### config.mk
export PLATFORM = sky130hd
export DESIGN_NAME = printer_spool_flat
export DESIGN_NICKNAME = d
export VERILOG_FILES = /design/src/rtl/printer_spool_pkg.sv /design/src/rtl/printer_spool_if.sv /design/src/rtl/printer_spool_fifo.sv /design/src/rtl/printer_spool.sv /design/src/flat_wrapper.sv
export SDC_FILE = /design/constraint.sdc
export NUM_CORES = 1
export LEC_CHECK = 0
export ABC_AREA = 1
export CAP_MARGIN = 20
export CORE_AREA = 2 2 333 335
export DETAILED_ROUTE_END_ITERATION = 12
export DIE_AREA = 0 0 335 337
export SLEW_MARGIN = 10
export SYNTH_ARGS = -nofsm -noshare
export SYNTH_HDL_FRONTEND = slang
export SYNTH_HIERARCHICAL = 1
export SYNTH_SLANG_ARGS = --single-unit
### constraint.sdc
create_clock -name clk -period 7.7 [get_ports clk]
set_input_delay 1.54 -clock clk [delete_from_list [all_inputs] [get_ports clk]]
set_output_delay 1.54 -clock clk [all_outputs]
set_load 0.1 [all_outputs]
### src/rtl/printer_spool_pkg.sv
`default_nettype none
// ============================================================================
// Module      : printer_pkg
// Description : Shared constants for the Z80 printer spool: status bit
//               positions, the idle "ready" status byte, port decode base
//               and the notify state encodings.
// Revision    : 1.0  initial release
// ============================================================================
package printer_pkg;

  // Centronics-style status bit positions as seen by the Z80
  localparam int         c_stat_busy      = 7;
  localparam int         c_stat_paper_out = 6;
  localparam int         c_stat_select    = 5;
  localparam int         c_stat_nfault    = 4;

  // Status byte when the spool can accept data (SELECT | NFAULT)
  localparam logic [7:0] c_status_ready   = 8'h30;

  // TRS_A[8:2] value selecting ports 0xF8-0xFB (bit 8 clear = valid address)
  localparam logic [6:0] c_port_base      = 7'h3E;

  // Notify state machine encodings
  typedef logic [1:0] state_t;
  localparam state_t c_st_idle   = 2'd0;
  localparam state_t c_st_armed  = 2'd1;
  localparam state_t c_st_notify = 2'd2;

  // Builds the status byte; only BUSY depends on the spool state
  function automatic logic [7:0] status_byte(input logic full);
    logic [7:0] s;
    s                   = 8'h00;
    s[c_stat_select]    = 1'b1;
    s[c_stat_nfault]    = 1'b1;
    s[c_stat_paper_out] = 1'b0;
    s[c_stat_busy]      = full;
    return s;
  endfunction

endpackage
`default_nettype wire

### src/rtl/printer_spool_if.sv
`default_nettype none
// ============================================================================
// Module      : printer_spool_if
// Description : Bundles the Z80 I/O side and the ESP drain side of the
//               printer spool. master = bus/ESP side, slave = the spool.
// Revision    : 1.0  initial release
// ============================================================================
interface printer_spool_if #(
  parameter int DEPTH_LOG2 = 6
);
  // Z80 side
  logic                io_access;
  logic [8:0]          TRS_A;
  logic [7:0]          TRS_D;
  logic                TRS_IN;
  logic                TRS_OUT;
  logic [7:0]          status_dout;
  // ESP side
  logic                pop_req;
  logic [7:0]          pop_data;
  logic                pop_valid;
  logic                notify;
  logic                overflow;
  logic                ovf_clr;
  logic [DEPTH_LOG2:0] level;

  modport master (
    output io_access, TRS_A, TRS_D, TRS_IN, TRS_OUT, pop_req, ovf_clr,
    input  status_dout, pop_data, pop_valid, notify, overflow, level
  );

  modport slave (
    input  io_access, TRS_A, TRS_D, TRS_IN, TRS_OUT, pop_req, ovf_clr,
    output status_dout, pop_data, pop_valid, notify, overflow, level
  );
endinterface
`default_nettype wire

### src/rtl/printer_spool_fifo.sv
`default_nettype none
// ============================================================================
// Module      : spool_fifo
// Description : Synchronous byte FIFO with registered read. A pop on an empty
//               FIFO returns 0; a push while full is accepted only when a pop
//               frees a slot in the same cycle.
// Revision    : 1.0  initial release
// ============================================================================
module spool_fifo #(
  parameter int DEPTH_LOG2 = 6
) (
  input  wire logic                  clk,
  input  wire logic                  rst_n,
  input  wire logic                  push,
  input  wire logic [7:0]            din,
  input  wire logic                  pop,
  output logic      [7:0]            dout,
  output logic                       full,
  output logic                       empty,
  output logic      [DEPTH_LOG2:0]   level
);
  localparam int                    c_depth   = 1 << DEPTH_LOG2;
  localparam logic [DEPTH_LOG2:0]   c_full    = (DEPTH_LOG2+1)'(c_depth);
  localparam logic [DEPTH_LOG2-1:0] c_ptr_one = (DEPTH_LOG2)'(1);

  logic [7:0]            mem [c_depth];
  logic [DEPTH_LOG2-1:0] wr_ptr_q, wr_ptr_d, rd_ptr_q, rd_ptr_d;
  logic [DEPTH_LOG2:0]   level_q, level_d;
  logic [7:0]            dout_q, dout_d;
  logic                  push_ok, pop_ok;

  assign full    = (level_q == c_full);
  assign empty   = (level_q == '0);
  // Full implies non-empty, so a simultaneous pop always makes room
  assign push_ok = push & (~full | pop);
  assign pop_ok  = pop & ~empty;

  // Next-state for pointers, occupancy and the read register
  always_comb begin
    wr_ptr_d = wr_ptr_q;
    rd_ptr_d = rd_ptr_q;
    dout_d   = dout_q;
    level_d  = level_q + (DEPTH_LOG2+1)'(push_ok) - (DEPTH_LOG2+1)'(pop_ok);
    if (push_ok) wr_ptr_d = wr_ptr_q + c_ptr_one;
    if (pop_ok) begin
      rd_ptr_d = rd_ptr_q + c_ptr_one;
      dout_d   = mem[rd_ptr_q];
    end else if (pop) begin
      dout_d   = 8'h00;
    end
  end

  // Storage array: no reset so it maps onto block RAM
  always_ff @(posedge clk) begin
    if (push_ok) mem[wr_ptr_q] <= din;
  end

  // Control and read-data registers
  always_ff @(posedge clk or negedge rst_n) begin
    if (!rst_n) begin
      wr_ptr_q <= '0;
      rd_ptr_q <= '0;
      level_q  <= '0;
      dout_q   <= 8'h00;
    end else begin
      wr_ptr_q <= wr_ptr_d;
      rd_ptr_q <= rd_ptr_d;
      level_q  <= level_d;
      dout_q   <= dout_d;
    end
  end

  assign dout  = dout_q;
  assign level = level_q;
endmodule
`default_nettype wire

### src/rtl/printer_spool.sv
`default_nettype none
// ============================================================================
// Module      : printer_spool
// Description : Buffers Z80 OUTs to printer ports 0xF8-0xFB, answers status
//               reads locally and requests the ESP to drain via notify.
// Revision    : 1.0  initial release
// ============================================================================
module printer_spool
  import printer_pkg::*;
#(
  parameter int DEPTH_LOG2   = 6,
  parameter int NOTIFY_LEVEL = 32,
  parameter int FLUSH_CYCLES = 840000
) (
  input  wire logic        clk,
  input  wire logic        RST_N,
  printer_spool_if.slave   bus
);
  localparam logic [DEPTH_LOG2:0] c_full         = (DEPTH_LOG2+1)'(1 << DEPTH_LOG2);
  localparam logic [DEPTH_LOG2:0] c_notify_level = (DEPTH_LOG2+1)'(NOTIFY_LEVEL);
  localparam logic [19:0]         c_flush_last   = 20'(FLUSH_CYCLES - 1);

  logic [7:0]          fifo_dout;
  logic                fifo_full, fifo_empty;
  logic [DEPTH_LOG2:0] fifo_level, level_nxt;
  logic                sel, push, push_ok, pop_ok, drop;

  logic [7:0]  status_q, status_d;
  logic        overflow_q, overflow_d;
  logic        pop_valid_q, pop_valid_d;
  state_t      state_q, state_d;
  logic [19:0] cnt_q, cnt_d;

  // The Z80 IN strobe and the low address bits do not affect the spool
  logic unused_inputs;
  assign unused_inputs = &{1'b0, bus.TRS_IN, bus.TRS_A[1:0]};

  assign sel     = (bus.TRS_A[8:2] == c_port_base);
  assign push    = bus.io_access & sel & ~bus.TRS_OUT;
  assign push_ok = push & (~fifo_full | bus.pop_req);
  assign pop_ok  = bus.pop_req & ~fifo_empty;
  assign drop    = push & ~push_ok;

  spool_fifo #(.DEPTH_LOG2(DEPTH_LOG2)) u_fifo (
    .clk   (clk),
    .rst_n (RST_N),
    .push  (push),
    .din   (bus.TRS_D),
    .pop   (bus.pop_req),
    .dout  (fifo_dout),
    .full  (fifo_full),
    .empty (fifo_empty),
    .level (fifo_level)
  );

  // Status, overflow and pop-valid track the post-update occupancy
  always_comb begin
    level_nxt   = fifo_level + (DEPTH_LOG2+1)'(push_ok) - (DEPTH_LOG2+1)'(pop_ok);
    status_d    = status_byte(level_nxt == c_full);
    overflow_d  = drop ? 1'b1 : (bus.ovf_clr ? 1'b0 : overflow_q);
    pop_valid_d = bus.pop_req ? ~fifo_empty : pop_valid_q;
  end

  // Notify FSM: arm on first byte, notify on threshold or idle timeout
  always_comb begin
    state_d = state_q;
    cnt_d   = '0;
    case (state_q)
      c_st_idle: begin
        if (level_nxt != '0) state_d = c_st_armed;
      end
      c_st_armed: begin
        if (level_nxt == '0)                 state_d = c_st_idle;
        else if (level_nxt >= c_notify_level) state_d = c_st_notify;
        else if (push)                        cnt_d   = '0;
        else if (cnt_q == c_flush_last)       state_d = c_st_notify;
        else                                  cnt_d   = (cnt_q == '1) ? cnt_q : cnt_q + 20'd1;
      end
      c_st_notify: begin
        if (level_nxt == '0) state_d = c_st_idle;
      end
      default: state_d = c_st_idle;
    endcase
  end

  // Control registers, all cleared asynchronously
  always_ff @(posedge clk or negedge RST_N) begin
    if (!RST_N) begin
      status_q    <= c_status_ready;
      overflow_q  <= 1'b0;
      pop_valid_q <= 1'b0;
      state_q     <= c_st_idle;
      cnt_q       <= '0;
    end else begin
      status_q    <= status_d;
      overflow_q  <= overflow_d;
      pop_valid_q <= pop_valid_d;
      state_q     <= state_d;
      cnt_q       <= cnt_d;
    end
  end

  assign bus.status_dout = status_q;
  assign bus.pop_data    = fifo_dout;
  assign bus.pop_valid   = pop_valid_q;
  assign bus.notify      = (state_q == c_st_notify);
  assign bus.overflow    = overflow_q;
  assign bus.level       = fifo_level;
endmodule
`default_nettype wire

### src/flat_wrapper.sv
// flat-port wrapper written by rule: the top's interface ports become plain ports
module printer_spool_flat import printer_pkg::*;
#(
  parameter int DEPTH_LOG2   = 6,
  parameter int NOTIFY_LEVEL = 32,
  parameter int FLUSH_CYCLES = 840000
)
  (clk, RST_N, bus_io_access, bus_TRS_A, bus_TRS_D, bus_TRS_IN, bus_TRS_OUT, bus_pop_req, bus_ovf_clr, bus_status_dout, bus_pop_data, bus_pop_valid, bus_notify, bus_overflow, bus_level);
  printer_spool_if #(.DEPTH_LOG2(DEPTH_LOG2)) bus_i ();
  input  wire logic clk;
  input  wire logic RST_N;
  input wire logic [$bits(bus_i.io_access)-1:0] bus_io_access;
  input wire logic [$bits(bus_i.TRS_A)-1:0] bus_TRS_A;
  input wire logic [$bits(bus_i.TRS_D)-1:0] bus_TRS_D;
  input wire logic [$bits(bus_i.TRS_IN)-1:0] bus_TRS_IN;
  input wire logic [$bits(bus_i.TRS_OUT)-1:0] bus_TRS_OUT;
  input wire logic [$bits(bus_i.pop_req)-1:0] bus_pop_req;
  input wire logic [$bits(bus_i.ovf_clr)-1:0] bus_ovf_clr;
  output wire logic [$bits(bus_i.status_dout)-1:0] bus_status_dout;
  output wire logic [$bits(bus_i.pop_data)-1:0] bus_pop_data;
  output wire logic [$bits(bus_i.pop_valid)-1:0] bus_pop_valid;
  output wire logic [$bits(bus_i.notify)-1:0] bus_notify;
  output wire logic [$bits(bus_i.overflow)-1:0] bus_overflow;
  output wire logic [$bits(bus_i.level)-1:0] bus_level;
  assign bus_i.io_access = bus_io_access;
  assign bus_i.TRS_A = bus_TRS_A;
  assign bus_i.TRS_D = bus_TRS_D;
  assign bus_i.TRS_IN = bus_TRS_IN;
  assign bus_i.TRS_OUT = bus_TRS_OUT;
  assign bus_i.pop_req = bus_pop_req;
  assign bus_i.ovf_clr = bus_ovf_clr;
  assign bus_status_dout = bus_i.status_dout;
  assign bus_pop_data = bus_i.pop_data;
  assign bus_pop_valid = bus_i.pop_valid;
  assign bus_notify = bus_i.notify;
  assign bus_overflow = bus_i.overflow;
  assign bus_level = bus_i.level;
  printer_spool #(.DEPTH_LOG2(DEPTH_LOG2), .NOTIFY_LEVEL(NOTIFY_LEVEL), .FLUSH_CYCLES(FLUSH_CYCLES)) u_core (.clk(clk), .RST_N(RST_N), .bus(bus_i));
endmodule
==> results.json, run 1 <==
{
  "arrival_ps": 4870,
  "syn_area_per_cell_um2": 10.2,
  "io_buffers": 39,
  "antenna_cells": 0,
  "layout_worst_path_cycle_share": 0.603,
  "rr_endpoint": "u_core/u_fifo/dout[3]",
  "cts_sinks": 564,
  "cts_tree": "yes",
  "synth-seq-area-share": 0.667,
  "grt_pass1_vias": 15848,
  "nets": 2501,
  "end_kind": "register",
  "synth_area_leaders": "edfxtp_1 (62%), nand2_1 (13%), nand3_1 (5.9%)",
  "rows": 122,
  "num_vias": 16493,
  "critPathKind": "input port to register",
  "slowest_delay_ps": 890,
  "dp_cells": 3821,
  "critPathTopFamily": "simple AND/OR/NAND/NOR gates",
  "final.fill_count": 11454,
  "via_per_inst": 4.20,
  "die_area_mm2": 0.113,
  "reg2reg_depth": 12,
  "cts_buffers": 57,
  "holdBufCountCts": 0,
  "core_area_mm2": 0.110,
  "min_period_ps": 4650,
  "cp.required_ps": 7920,
  "path_buf_inv": 3,
  "maxCapViolations": 0,
  "synth_top_area_frac": 0.615,
  "synth_area_mm2": 0.0250,
  "utilization": 0.261,
  "finalSetupTns_ps": 0,
  "drc": 0,
  "min_to": "u_core/state_q[0]",
  "die-height_um": 337,
  "synthArstFlopShare": 0.0922,
  "antenna_found_initial": 0,
  "cellPowerDensity_mw_per_mm2": 345,
  "synth_ff_type": "edfxtp_1",
  "gr-total-overflow": 0,
  "holdPathStages": 1,
  "instances_no_fill": 3931,
  "cts_buffer_depth": 3,
  "grt_max_degree": 166,
  "htreeDepth": 2,
  "start_util": 0.228,
  "setup_viol": 0,
  "cts-root-buf": "clkbuf_16",
  "drt-pass1-iter-count": 8,
  "globalplace.congestion": 0.817,
  "hp-class": "register to register",
  "critical_path.cell_chain": "clkdlybuf4s50_1 -> clkinv_1 -> nand2_1 -> nand2_2 -> inv_1 -> nand4_2 -> nor2_1",
  "post_cts_resized": 0,
  "r2r-start": "u_core/u_fifo/rd_ptr_q[0]",
  "outcome": "completed",
  "ys_ff_latch": 564,
  "skew_ps": 48.5,
  "power.leakage_uw": 0.0111,
  "cp_max_fo": 11,
  "die_width_um": 335,
  "report.final.slew_viol_count": 0,
  "num_io_pins": 50,
  "rsz0062_at_grt": "no",
  "yosysWarnings": 6,
  "wl_per_cell_um": 15.5,
  "wirelength_um": 60900,
  "max_slew_margin": 0.253,
  "syn-instance-count": 2446,
  "drive_gt1_frac": 0.0611,
  "worstHoldStart": "u_core/state_q[0]",
  "hold_ws_ps": 475,
  "grt_usage": 0.106,
  "critPathLaunchType": "input port",
  "r2r_setup_slack_ps": 4170,
  "synth_cell_types": 38,
  "clock.fmax_mhz": 215,
  "first_iter_violations": 1574,
  "clk_pin_slew_ps": 60,
  "areaGrowthSynthToFinish_pct": 14.6,
  "crit_slowest_cell": "nor2_1",
  "worst_slew_pin_slew_ps": 1120,
  "synth_edf_count": 512,
  "synth_top_area_cell": "edfxtp_1",
  "postCtsSetupBuffers": 0,
  "clk_latency_ps": 640,
  "dpl.hpwl_um": 35300,
  "ant_nets": 0,
  "hold_viol": 0,
  "synth.most_common_cell": "nand2_1",
  "grt_pass1_wl_um": 92800,
  "synthTopCellsByCount": "nand2_1 (836), edfxtp_1 (512), nand3_1 (294)",
  "vdd_drop_max_mv": 0.264
}
how the worst max path moves through the flow:
stage	from	end	slack, ps	cells past startpoint
detailed placement	bus_pop_req	u_core/u_fifo/mem[30][3]	2390	7
floorplan	bus_TRS_A[7]	u_core/cnt_q[0]	3720	17
global placement	bus_pop_req	u_core/u_fifo/mem[57][3]	2480	7
global route	bus_pop_req	u_core/u_fifo/mem[25][7]	2920	7
finish	bus_pop_req	u_core/u_fifo/mem[30][5]	3050	7
CTS	bus_pop_req	u_core/u_fifo/mem[30][2]	3050	7
cells by family (layout without fill, tap and decap cells):
logic type               count (synthesis)  in the layout  share of synthesized area
flip-flops                             564            564                      0.667
AO/OA/AOI/OAI                           99             99                     0.0224
adder cells (fa/ha/maj)                 21             21                     0.0111
AND/OR/NAND/NOR                       1380           1380                      0.231
XOR/XNOR                                17             17                    0.00596
buffers and inverters                  363            417                     0.0623
other                                    2              7                   0.000300
through the flow:
step	worst slack [ps]	power [µW]	area (µm²)
5_1_grt	2920	10400	28600
4_1_cts	3050	9940	28600
6_report	3050	9870	28600
2_1_floorplan	3720	6140	25000
3_3_place_gp	2480	7070	26700
3_5_place_dp	2390	7100	26700
routing by layer:
layer / vias up / part of all wire / global-route usage / routed length, µm
met2: 482 / 0.46 / 0.170 / 27800
met1: 7825 / 0.45 / 0.145 / 27300
met4: 0 / 0.030 / 0.0385 / 1800
li1: 8081 / - / - / -
met3: 105 / 0.066 / 0.0185 / 4030
met5: - / 0 / 0 / 0
where the power goes:
part / internal [µW] / switching [µW] / leakage (µW) / total, µW
Combinational: 950 / 2530 / 0.00489 / 3480
Sequential: 3410 / 152 / 0.00525 / 3570
Clock: 1640 / 1180 / 0.000939 / 2820
registers in the layout (all words and copies together) (netlist names):
signal                  count
u_core/u_fifo/dout          8
u_core/u_fifo/wr_ptr_q      6
u_core/bus.overflow         1
u_core/state_q              2
u_core/u_fifo/level         7
u_core/u_fifo/rd_ptr_q      6
u_core/bus.pop_valid        1
u_core/u_fifo/mem         512
u_core/cnt_q               20
u_core/bus.status_dout      1
worst register-to-register path, stage by stage (launching register included):
cell	delay, ps
dfrtp_4	700
inv_6	520
buf_4	880
nand2_1	180
nand3_1	130
nand3_1	110
nand2_1	80
nor2_1	120
nand2_1	160
nand2_1	90
nand2_1	100
nand3_1	240
nand2_1	130
cells in the final DEF (no fill, tap or decap), types with 5 or more instances in the layout:
master,Yosys,final
ha_1,19,19
nand4_2,8,8
clkdlybuf4s50_1,0,30
clkinv_1,3,11
nor2_2,7,7
clkbuf_16,0,57
o211ai_1,24,24
buf_4,27,20
inv_1,238,237
inv_2,6,5
clkinv_2,0,8
edfxtp_1,512,512
conb_1,2,7
xor2_1,15,15
nand2_1,836,836
clkbuf_1,28,14
nand3_1,294,294
buf_2,50,11
bufinv_16,0,5
clkbuf_8,0,11
nand4_1,12,12
nor3_1,10,10
o21ai_0,25,25
nor2_1,196,196
dfrtp_1,52,50
a21oi_1,46,46
layout make-up:
type | count | area, µm² | share of cell area
clock buffer | 82 | 1630 | 0.0569
inverter | 247 | 935 | 0.0326
timing repair buffer | 62 | 526 | 0.0184
tap | 1426 | 1780 | 0.0623
multi-input combinational | 1524 | 6780 | 0.237
clock inverter | 26 | 294 | 0.0103
sequential | 564 | 16700 | 0.583
(Power assumes the default switching activity.)
==> inputs of run 2 (changes only) <==
==> constraint.sdc (replaced) <==
create_clock -name clk -period 4.6 [get_ports clk]
set_input_delay 0.92 -clock clk [delete_from_list [all_inputs] [get_ports clk]]
set_output_delay 0.92 -clock clk [all_outputs]
set_load 0.1 [all_outputs]
==> run 2 against run 1 <==
  * Critical endpoint is now u_core/cnt_q[7]
  * Clock power increased by 60%
  * Combinational power increased by 72%
  * Wire length increased by 2.9%
  * Global-route usage increased by 0.31 points
==> results.json, run 2 (synthesized netlist as in run 1, its figures left out) <==
{
  "outcome": "completed",
  "cp_max_fo": 13,
  "multiInputGateArea_mm2": 0.00678,
  "areaGrowthSynthToFinish_pct": 16.6,
  "arrival_ps": 4050,
  "setup_viol": 0,
  "clk_latency_ps": 640,
  "num_vias": 16943,
  "cts_tree": "yes",
  "num_io_pins": 50,
  "clk_pin_slew_ps": 60,
  "cts_sinks": 564,
  "power.leakage_uw": 0.0114,
  "report.final.slew_viol_count": 0,
  "cts-root-buf": "clkbuf_16",
  "gr-total-overflow": 0,
  "dpl.hpwl_um": 38000,
  "globalplace.congestion": 0.807,
  "post_cts_resized": 0,
  "maxCapViolations": 0,
  "max_slew_margin": 0.274,
  "wirelength_um": 62700,
  "regArea_mm2": 0.0167,
  "clock.fmax_mhz": 283,
  "critical_path.cell_chain": "clkdlybuf4s50_1 -> nand2_1 -> nor2_1 -> nand2_1 -> nor2_1 -> nand2_1 -> ha_1 -> inv_1 -> ha_1 -> fa_1 -> or2_2 -> nor2_1 -> nand3_1 -> nor2_1 -> nor2_1 -> nand2_2 -> inv_2 -> nand2_1 -> nor2_2",
  "ant_nets": 0,
  "finalSetupTns_ps": 0,
  "htreeDepth": 2,
  "antenna_cells": 0,
  "top_register": "u_core/u_fifo/mem",
  "hold_viol": 0,
  "dp_cells": 3893,
  "core_area_mm2": 0.110,
  "crit_slowest_cell": "clkdlybuf4s50_1",
  "cp.required_ps": 5120,
  "grt_pass1_wl_um": 96100,
  "die_width_um": 335,
  "io_buffers": 39,
  "rsz0062_at_grt": "no",
  "mostFrequentLayoutCells": "nand2_1 (836), edfxtp_1 (512), nand3_1 (294)",
  "wl_per_cell_um": 15.7,
  "first_iter_violations": 1677,
  "antenna_found_initial": 1,
  "drive_gt1_frac": 0.0839,
  "worst_slew_pin_slew_ps": 1090,
  "critPathKind": "input port to register",
  "grt_usage": 0.110,
  "rows": 122,
  "critPathLaunchType": "input port",
  "layout_worst_path_cycle_share": 0.769,
  "vdd_drop_max_mv": 0.524,
  "cpMostUsedCell": "nor2_1",
  "min_period_ps": 3540,
  "instances_no_fill": 4001,
  "via_per_inst": 4.23,
  "die-height_um": 337,
  "drt-pass1-iter-count": 5,
  "grt_max_degree": 148,
  "postCtsSetupBuffers": 0,
  "cts_buffer_depth": 3,
  "end_kind": "register",
  "nets": 2573,
  "largest_reg_flops": 512,
  "holdBufCountCts": 0,
  "slowest_delay_ps": 450,
  "start_util": 0.228,
  "final.fill_count": 11445,
  "skew_ps": 68.3,
  "cellPowerDensity_mw_per_mm2": 565,
  "cts_buffers": 57,
  "grt_pass1_vias": 16112,
  "hp-class": "input port to asynchronous set/reset pin",
  "final_common_cell": "nand2_1",
  "die_area_mm2": 0.113,
  "drc": 0
}
## run 2: cell count changes in the layout (fill, tap and decap cells not counted), sizes merged
cell    change
buf        +72
clkbuf      -8
bufinv      -2
clkinv      +8
## run 2: cell type report
type	instances	area share
clock inverter	32	0.00902
multi-input combinational	1524	0.233
inverter	247	0.0321
tap	1426	0.0612
sequential	564	0.572
timing repair buffer	134	0.0393
clock buffer	74	0.0532
## run 2: final timing paths
path                                         endpoint  slack [ps]  cells past startpoint                    from
worst max-delay path                  u_core/cnt_q[7]        1060                     19            bus_TRS_A[7]
min in group clk                    u_core/state_q[0]         480                      1       u_core/state_q[0]
max in group asynchronous            u_core/cnt_q[19]        3890                      2                   RST_N
worst min register to register      u_core/state_q[0]         480                      1       u_core/state_q[0]
worst min-delay path            u_core/u_fifo/dout[5]         200                      1                   RST_N
worst max register to register        u_core/cnt_q[7]        1080                     21  u_core/u_fifo/level[2]
## run 2: metal layers
metal | track usage | share of wire
met5 | 0 | 0
met4 | 0.0342 | 0.023
met3 | 0.0171 | 0.064
met2 | 0.177 | 0.47
met1 | 0.150 | 0.45
## run 2: metrics by stage
stage / hold WS, ps / cell area, µm² / util / power, µW / setup slack [ps]
global route: 197 / 29100 / 0.266 / 17500 / 782
finish: 196 / 29100 / 0.266 / 16500 / 1060
CTS: 481 / 29100 / 0.266 / 16600 / 1030
floorplan: 441 / 25000 / - / 10300 / 931
detailed placement: 468 / 27300 / 0.249 / 12100 / 371
global placement: 462 / 27300 / 0.249 / 12000 / 333
## run 2: critical path, delay by kind of cell
family	cells	cell delay [ps]
fa+ha+maj	3	890
buf+inv	3	640
simple gates	13	1590
## run 2: power by group
group	leakage, µW	internal, µW	switching [µW]
Combinational	0.00530	1660	4310
Sequential	0.00525	5710	257
Clock	0.000880	2540	1970
Total	0.0114	9920	6540
==> inputs of run 3 (changes only) <==
==> constraint.sdc (replaced) <==
create_clock -name clk -period 3.7 [get_ports clk]
set_input_delay 0.74 -clock clk [delete_from_list [all_inputs] [get_ports clk]]
set_output_delay 0.74 -clock clk [all_outputs]
set_load 0.1 [all_outputs]
==> run 3 against run 2 <==
  * Non-clock buffer count rose by 13
  * Flip-flop and latch count stayed put
  * Wire length is 1.3% lower
  * Clock skew grew 11 ps
  * Cell count up 0.35%
  * Die area did not move
  * Sequential share of layout area down 0.71 points
  * Sequential power up 23%
  * Design area grew 1.3%
  * Critical path type is now register to register
==> results.json, run 3 (synthesized netlist as in run 1, its figures left out) <==
{
  "num_vias": 17028,
  "clk_pin_slew_ps": 70,
  "clk_latency_ps": 650,
  "path_buf_inv": 3,
  "rsz0062_at_grt": "no",
  "cts_sinks": 564,
  "r2r_setup_slack_ps": 460,
  "drc": 0,
  "die-height_um": 337,
  "wirelength_um": 61800,
  "start_util": 0.228,
  "regArea_mm2": 0.0167,
  "skew_ps": 79.2,
  "max_slew_margin": 0.308,
  "multiInputGateArea_mm2": 0.00678,
  "instances_no_fill": 4015,
  "num_io_pins": 50,
  "wl_per_cell_um": 15.4,
  "rows": 122,
  "hold_viol": 0,
  "cellPowerDensity_mw_per_mm2": 721,
  "worst_slack_ps": 464,
  "cts_buffers": 58,
  "crit_slowest_cell": "dfrtp_1",
  "cts_buffer_depth": 3,
  "mostFrequentLayoutCells": "nand2_1 (836), edfxtp_1 (512), nand3_1 (294)",
  "antenna_cells": 0,
  "final_cell_area_mm2": 0.0295,
  "ant_nets": 0,
  "clock.fmax_mhz": 309,
  "io_buffers": 39,
  "largest_reg_flops": 512,
  "final_common_cell": "nand2_1",
  "globalplace.congestion": 0.813,
  "rr_endpoint": "u_core/cnt_q[17]",
  "pre_cts_slack_ps": -109,
  "nets": 2587,
  "final.fill_count": 11439,
  "power.leakage_uw": 0.0116,
  "cts_tree": "yes",
  "min_period_ps": 3240,
  "report.final.slew_viol_count": 0,
  "cp.required_ps": 4220,
  "slowest_delay_ps": 450,
  "top_register": "u_core/u_fifo/mem",
  "grt_usage": 0.108,
  "layout_worst_path_cycle_share": 0.875,
  "drt-pass1-iter-count": 5,
  "die_area_mm2": 0.113,
  "antenna_found_initial": 3,
  "critPathLaunchType": "register",
  "cp_max_fo": 8,
  "areaGrowthSynthToFinish_pct": 18.1,
  "worst_slew_pin_slew_ps": 1040,
  "grt_max_degree": 139,
  "finalPower_uw": 21300,
  "dp_cells": 3908,
  "critPathTopFamily": "simple AND/OR/NAND/NOR gates",
  "outcome": "completed",
  "gr-total-overflow": 0,
  "grt_pass1_wl_um": 95600,
  "die_width_um": 335,
  "arrival_ps": 3750,
  "critPathKind": "register to register",
  "htreeDepth": 2,
  "first_iter_violations": 1503,
  "maxCapViolations": 0,
  "via_per_inst": 4.24,
  "setup_viol": 0,
  "hold_ws_ps": 168,
  "reg2reg_depth": 21,
  "hp-class": "input port to asynchronous set/reset pin",
  "end_kind": "register",
  "post_cts_resized": 0,
  "cts-root-buf": "clkbuf_16",
  "r2r-start": "u_core/u_fifo/level[2]",
  "drive_gt1_frac": 0.0958,
  "cpMostUsedCell": "nor2_1",
  "grt_pass1_vias": 16428,
  "postCtsSetupBuffers": 0,
  "critical_path.cell_chain": "inv_1 -> ha_1 -> nand2_1 -> nor2_1 -> nand2_1 -> nor2_1 -> nand2_1 -> nand2_1 -> ha_1 -> inv_1 -> ha_1 -> fa_1 -> or2_2 -> nor2_1 -> nand3_1 -> nor2_1 -> nor2_1 -> nand2_2 -> inv_2 -> nand2_1 -> nor2_1",
  "dpl.hpwl_um": 37700,
  "core_area_mm2": 0.110,
  "holdBufCountCts": 0,
  "vdd_drop_max_mv": 0.566,
  "placed_area_mm2": 0.0275
}
==> run 3: cell types whose count changed in the layout (fill, tap and decap cells not counted), sizes merged <==
cell / previous run / this run
clkinv: 28 / 27
bufinv: 3 / 12
clkdlybuf4s50: 30 / 26
clkinvlp: 2 / 3
inv: 246 / 248
buf: 104 / 121
clkbuf: 74 / 64
==> run 3: worst max path at each step <==
stage | slack (ps) | cells after the start | from | end
detailed placement | -110 | 18 | bus_TRS_A[7] | u_core/cnt_q[10]
CTS | 430 | 20 | u_core/u_fifo/level[2] | u_core/cnt_q[10]
finish | 460 | 21 | u_core/u_fifo/level[2] | u_core/cnt_q[17]
global placement | -80 | 18 | bus_TRS_A[7] | u_core/cnt_q[8]
floorplan | 30 | 20 | u_core/u_fifo/level[2] | u_core/cnt_q[0]
global route | 160 | 21 | u_core/u_fifo/level[2] | u_core/cnt_q[17]
==> run 3: final cells by class <==
| cell class | instances | area share |
|---|---|---|
| multi-input cells | 1524 | 0.230 |
| clock inverters | 43 | 0.0197 |
| repair buffers | 147 | 0.0431 |
| well taps | 1426 | 0.0605 |
| inverters | 247 | 0.0317 |
| flip-flops and latches | 564 | 0.565 |
| clock buffers | 64 | 0.0500 |
==> run 3: layer usage <==
metal / global-route usage / wire length (µm) / share of wire
met1: 0.146 / 28100 / 0.45
met2: 0.177 / 28800 / 0.47
met4: 0.0353 / 1590 / 0.026
met3: 0.0173 / 3350 / 0.054
met5: 0 / 0 / 0
==> run 3: metrics by stage <==
step | setup TNS [ps] | util
2_1_floorplan | 0 | -
3_3_place_gp | -1450 | 0.250
3_5_place_dp | -1820 | 0.250
4_1_cts | 0 | 0.269
5_1_grt | 0 | 0.269
6_report | 0 | 0.269
==> run 3: worst register-to-register path, cell delays in order (launching register included) <==
cell	delay [ps]
dfrtp_1	450
inv_1	110
ha_1	140
nand2_1	50
nor2_1	110
nand2_1	60
nor2_1	120
nand2_1	100
nand2_1	80
ha_1	220
inv_1	50
ha_1	170
fa_1	400
or2_2	270
nor2_1	180
nand3_1	100
nor2_1	130
nor2_1	70
nand2_2	100
inv_2	90
nand2_1	70
nor2_1	40
==> run 3: power breakdown <==
| part | internal, µW | switching [µW] | leakage [µW] |
|---|---|---|---|
| Clock | 3730 | 2560 | 0.000998 |
| Combinational | 2160 | 5490 | 0.00539 |
| Sequential | 7100 | 215 | 0.00525 |
